$ cat src/rtl/td4_prog_rom.sv
// TD4 program memory: registered fetch port plus an in-system loader that rewrites
// every word through a valid/ready stream. Reset restores the identity image.
module td4_prog_rom #(
   parameter int DATA_W = 8,
   parameter int ADDR_W = 4
) (
   input  logic              CLK,
   input  logic              RST,
   input  logic [ADDR_W-1:0] addr,
   input  logic              rd_en,
   output logic [DATA_W-1:0] rdata,
   output logic              rvalid,
   input  logic              load_start,
   input  logic              wr_valid,
   input  logic [DATA_W-1:0] wr_data,
   output logic              wr_ready,
   output logic              loading,
   output logic              load_done,
   output logic [ADDR_W-1:0] wr_ptr
);

   localparam int DEPTH = 1 << ADDR_W;

   typedef enum logic {RUN, LOAD} state_t;

   state_t            state, state_nxt;
   logic [DATA_W-1:0] mem [DEPTH];
   logic              xfer, last, rd_fire;

   // A restart in the same cycle as a handshake drops that word.
   always_comb begin
      state_nxt = state;
      wr_ready  = 1'b0;
      loading   = 1'b0;
      xfer      = 1'b0;
      last      = 1'b0;
      rd_fire   = 1'b0;
      case (state)
         RUN: begin
            rd_fire = rd_en & ~load_start;
            if (load_start) state_nxt = LOAD;
         end
         LOAD: begin
            wr_ready = 1'b1;
            loading  = 1'b1;
            xfer     = wr_valid & ~load_start;
            last     = xfer & (wr_ptr == ADDR_W'(DEPTH - 1));
            if (last) state_nxt = RUN;
         end
         default: state_nxt = RUN;
      endcase
   end

   always_ff @(posedge CLK or negedge RST) begin
      if (!RST) begin
         state     <= RUN;
         rdata     <= '0;
         rvalid    <= 1'b0;
         load_done <= 1'b0;
         wr_ptr    <= '0;
      end else begin
         state     <= state_nxt;
         rvalid    <= rd_fire;
         load_done <= last;
         if (rd_fire) rdata <= mem[addr];
         if (load_start)  wr_ptr <= '0;
         else if (xfer)   wr_ptr <= wr_ptr + ADDR_W'(1);
      end
   end

   // Identity image is the power-on program; truncated when DATA_W < ADDR_W.
   always_ff @(posedge CLK or negedge RST) begin
      if (!RST) begin
         for (int i = 0; i < DEPTH; i++) mem[i] <= DATA_W'(i);
      end else if (xfer) begin
         mem[wr_ptr] <= wr_data;
      end
   end

endmodule

$ cat config.mk
export PLATFORM = sky130hd
export DESIGN_NAME = td4_prog_rom
export DESIGN_NICKNAME = d
export VERILOG_FILES = /design/src/rtl/td4_prog_rom.sv
export SDC_FILE = /design/constraint.sdc
export NUM_CORES = 1
export LEC_CHECK = 0
export CAP_MARGIN = 25
export CORE_MARGIN = 8
export CORE_UTILIZATION = 65
export DETAILED_ROUTE_END_ITERATION = 6
export GPL_ROUTABILITY_DRIVEN = 0
export PLACE_DENSITY = 0.83
export SKIP_CTS_REPAIR_TIMING = 1
export SYNTH_ARGS = -nofsm -noshare
export SYNTH_HDL_FRONTEND = slang
export SYNTH_SLANG_ARGS = --single-unit
$ cat constraint.sdc
create_clock -name CLK -period 4.36 [get_ports CLK]
set_input_delay 0.654 -clock CLK [delete_from_list [all_inputs] [get_ports CLK]]
set_output_delay 0.654 -clock CLK [all_outputs]
set_load 0.05 [all_outputs]
Word level (Yosys, flattened, before mapping)

Cells that the tools add are included.
W data, S select, Z words.

Eq/ne operators: 1
Bitwise operators: 7
Reduce and logical (&&, ||, !) cells: 2
Muxes and demuxes: 15
Add/sub/neg operators: 1
Order comparisons: 3

Operator list:

| kind                  | count |
|---|---|
| $bwmux W128           | 1 |
| $bmux W8 S4           | 1 |
| $demux W8 S4          | 1 |
| $mux W8               | 3 |
| $ge A5 B5 Y1 const B  | 2 |
| $not A4 Y5            | 2 |
| $mux W4               | 2 |
| $mux W1               | 6 |
| $lt A5 B1 Y1 const B  | 1 |
| $add A4 B1 Y4 const B | 1 |
| $eq A4 B4 Y1 const B  | 1 |
| $and A1 B1 Y1         | 3 |
| $not A1 Y1            | 2 |
| $pmux W1 S2           | 1 |
| $reduce_bool A2 Y1    | 1 |
| $logic_and A1 B1 Y1   | 1 |

Logic and storage cells: 50
Bits of input ports: 17
Register bits: 143

Depth between registers and ports, before layout

Word-level depth: 6
Depth in mapped cells: 7
Depth with buffers taken out: 5

Worst setup path before layout

Ideal clock, no wire load.

Path type: input to register
Start: in addr[1]
End: reg rdata[5]
Stages on the path: 6
Data required time: 4234 ps
Path buffers: 3
Setup slack: 2285 ps
Arrival: 1949 ps
Cells stage by stage: buf_6 > buf_8 > buf_2 > mux4_2 > mux2_2 > a221o_1

Longest elaborated chain between the ends: 4

Ends and longest elaborated chain:

| what                                       | RTL line | RTL |
|---|---|---|
| from (decl)                                | 9        | `input logic [ADDR_W-1:0] addr,` |
| $not A4 Y5 (implied by the code)           | 65       | `if (rd_fire) rdata <= mem[addr];` |
| $bmux W8 S4                                | 65       |  |
| $mux W8 (implied by the code) (2 in a row) | 65       |  |
| to (signal assigned)                       | 65       |  |
| to (decl)                                  | 11       | `output logic [DATA_W-1:0] rdata,` |

No other way between the ends. The select of a mux whose other input is x is not followed.
A chain may end at the register's enable or synchronous reset.

Worst setup path after layout

Start: in addr[2]
End: reg rdata[0]

The elaborated chain is that of the path after synthesis.

==> results.ini <==
[finish]
seq_area_mm2 = 0.003618
n_antenna_cell = 0
fill_cells = 560
layout-drive-gt1-share_pct = 50.76
multi_input_area_mm2 = 0.002810
synthToLayoutAreaGrowth_pct = 15.08
finalNetCount = 467

[route]
vias = 3700
wl_per_cell_um = 23.85
drtIter0Drc = 222
wirelength_mm = 14.12
postRouteAntennaNets = 0
first_pass_iters = 4
vias_per_cell = 6.250
drc = 0

[synthesis]
async_reset_ff_share_pct = 100.0
ys_ff_latch = 143
yosys_warnings = 0
avgSynthCellArea_um2 = 15.86
yosysSeqAreaShare_pct = 54.85
synth_cell_type_count = 32
synth_fp_nets = 437
synthCells = 416
synth-edff-count = 0
syn_area_mm2 = 0.006598
yosysTopAreaCell = dfrtp_1
yosys-top-cells-area = dfrtp_1, mux2_2, dfstp_2
synth_top_area_share_pct = 42.10
synth_flop_cell = dfrtp_1

[timing]
timing.fmax_ghz = 0.3950
skew_ns = 0.005410
tns_ns = 0
whs_ns = 0.1972
min_period_ns = 2.531
worst_pin_slew_ns = 0.9146
finalCritPeriodShare_pct = 58.06
hold_violations = 0
finalMaxSlewViolations = 0
setup_viol = 0
rsz0062_at_grt = no
slew_headroom_pct = 38.83

[clock_tree]
cts_tree = built
clk_path_buf_depth = 2
cts_max_level = 4
cts_buffers = 17
root_buffer = clkbuf_8
cts_sinks = 143
cts.clk_slew.worst_paths_ns = 0.06
clk_latency_ns = 0.52

[power]
power_density_mw_per_mm2 = 433.1
leakagePower_nw = 3.501
power_mw = 3.289
ir_drop_mv = 0.3467

[worst_setup_path]
cp.required_ns = 4.76
cp_slowest_cell = clkdlybuf4s50_1
slowest_delay_ns = 1.07
path_class = input pin to flip-flop
crit_chain = clkdlybuf4s50_1, buf_4, mux4_1, mux2i_1, nor3_1, a221o_1
crit_arrival_ns = 2.93
path_max_fanout = 15
crit_path_end_kind = flip-flop
critPathBufInv = 2
critPathLaunchType = input pin
cp_top_family = buffers and inverters

[floorplanning]
die_area_mm2 = 0.01363
core_area_mm2 = 0.009819
initial_core_util_pct = 67.19
ioPinCount = 33
die_height_um = 116.7
num_rows = 36
die_x_um = 116.7

[run_status]
status = finished clean

[flow_run]
maxCapViolations = 0

[global_route]
grt_max_degree = 88
track_usage_pct = 23.30
grt_overflow = 0
antenna_found_initial = 0
grt_pass1_wl_mm = 23.12
grt_pass1_vias = 4131

[placement]
portBuffers = 32
dp_hpwl_mm = 8.989

[worst_hold_path]
hold_path_class = input pin to asynchronous set/reset pin

[per-stage QoR]
step / cells / utilization [%] / setup slack (ns) / cell area (um^2)
global placement: 560 / 70.88 / 1.419 / 6960
detailed placement: 560 / 70.88 / 1.356 / 6960
global route: 592 / 77.32 / 1.786 / 7592
floorplan: 416 / - / 2.285 / 6598
CTS: 592 / 77.32 / 1.836 / 7592
finish: 592 / 77.32 / 1.829 / 7592
[path summary, 6_finish.rpt]
kind | end | from | slack (ns) | cells past startpoint
min reg2reg | rdata[6] | rdata[6] | 0.48 | 2
min in group CLK | rdata[6] | rdata[6] | 0.48 | 2
max | rdata[0] | addr[2] | 1.83 | 6
max reg2reg | mem[5] | state | 2.25 | 4
max in group asynchronous | mem[27] | RST | 3.21 | 2
min | mem[53] | RST | 0.20 | 1
[routing by layer]
| metal | wire length [um] | global-route usage (%) | vias to the layer above | share of wire (%) |
|---|---|---|---|---|
| li1 | - | - | 1609 | - |
| met1 | 6100 | 30.58 | 1986 | 43 |
| met2 | 7162 | 37.19 | 97 | 51 |
| met3 | 744 | 6.463 | 8 | 5.3 |
| met4 | 111 | 6.997 | 0 | 0.79 |
| met5 | 0 | 0 | - | 0 |
[layout by cell type (no fill, tap or decap), types with 2 or more instances in the layout]
cell type	n
mux2_2	136
dfrtp_1	111
dfstp_2	32
clkdlybuf4s50_1	30
mux4_1	17
clkbuf_16	16
mux4_2	14
nor2_2	12
nand2_1	9
nand3_1	9
mux2i_1	9
nor3_1	7
a221o_1	7
nor2_1	6
clkbuf_8	5
buf_4	5
ha_1	4
bufinv_16	4
inv_1	3
nand2b_1	2
a21oi_1	2
clkinv_2	2
clkinv_4	2
clkbuf_1	2
[cell usage after synthesis, types with 7 or more instances]
| cell | number |
|---|---|
| a221o_1 | 7 |
| clkbuf_1 | 14 |
| dfrtp_1 | 111 |
| dfstp_2 | 32 |
| mux2_2 | 136 |
| mux2i_1 | 9 |
| mux4_1 | 17 |
| mux4_2 | 14 |
| nand2_1 | 9 |
| nand3_1 | 9 |
| nor2_2 | 12 |
| nor3_1 | 7 |
[flip-flops by register name, indices dropped and copies added (netlist names)]
name and flops:
rvalid 1, wr_ptr 4, rdata 8, state 1
mem 128, load_done 1
[report_power, final]
group	switching (mW)	internal (mW)	total, mW
Combinational	0.130	0.153	0.284
Sequential	0.0523	1.44	1.49
Clock	0.525	0.991	1.52
Total	0.708	2.58	3.29
[kinds of logic (layout without fill, tap and decap cells)]
kind of cell | after synthesis | after routing | share of synthesized area, %
mux | 176 | 176 | 36.13
flops | 143 | 143 | 54.85
simple gates | 52 | 52 | 4.153
buf+inv | 29 | 72 | 2.560
compound gates | 10 | 10 | 1.290
fa+ha+maj | 4 | 4 | 0.7586
xor+xnor | 2 | 2 | 0.2656
[layout make-up]
| class | instances | share of cell area [%] |
|---|---|---|
| clock buffers | 23 | 6.279 |
| flip-flops and latches | 143 | 47.66 |
| multi-input cells | 244 | 37.01 |
| repair buffers | 37 | 4.664 |
| clock inverters | 9 | 2.044 |
| inverters | 3 | 0.1483 |
| well taps | 133 | 2.192 |
No activity file was read; power rests on OpenSTA's default activity.
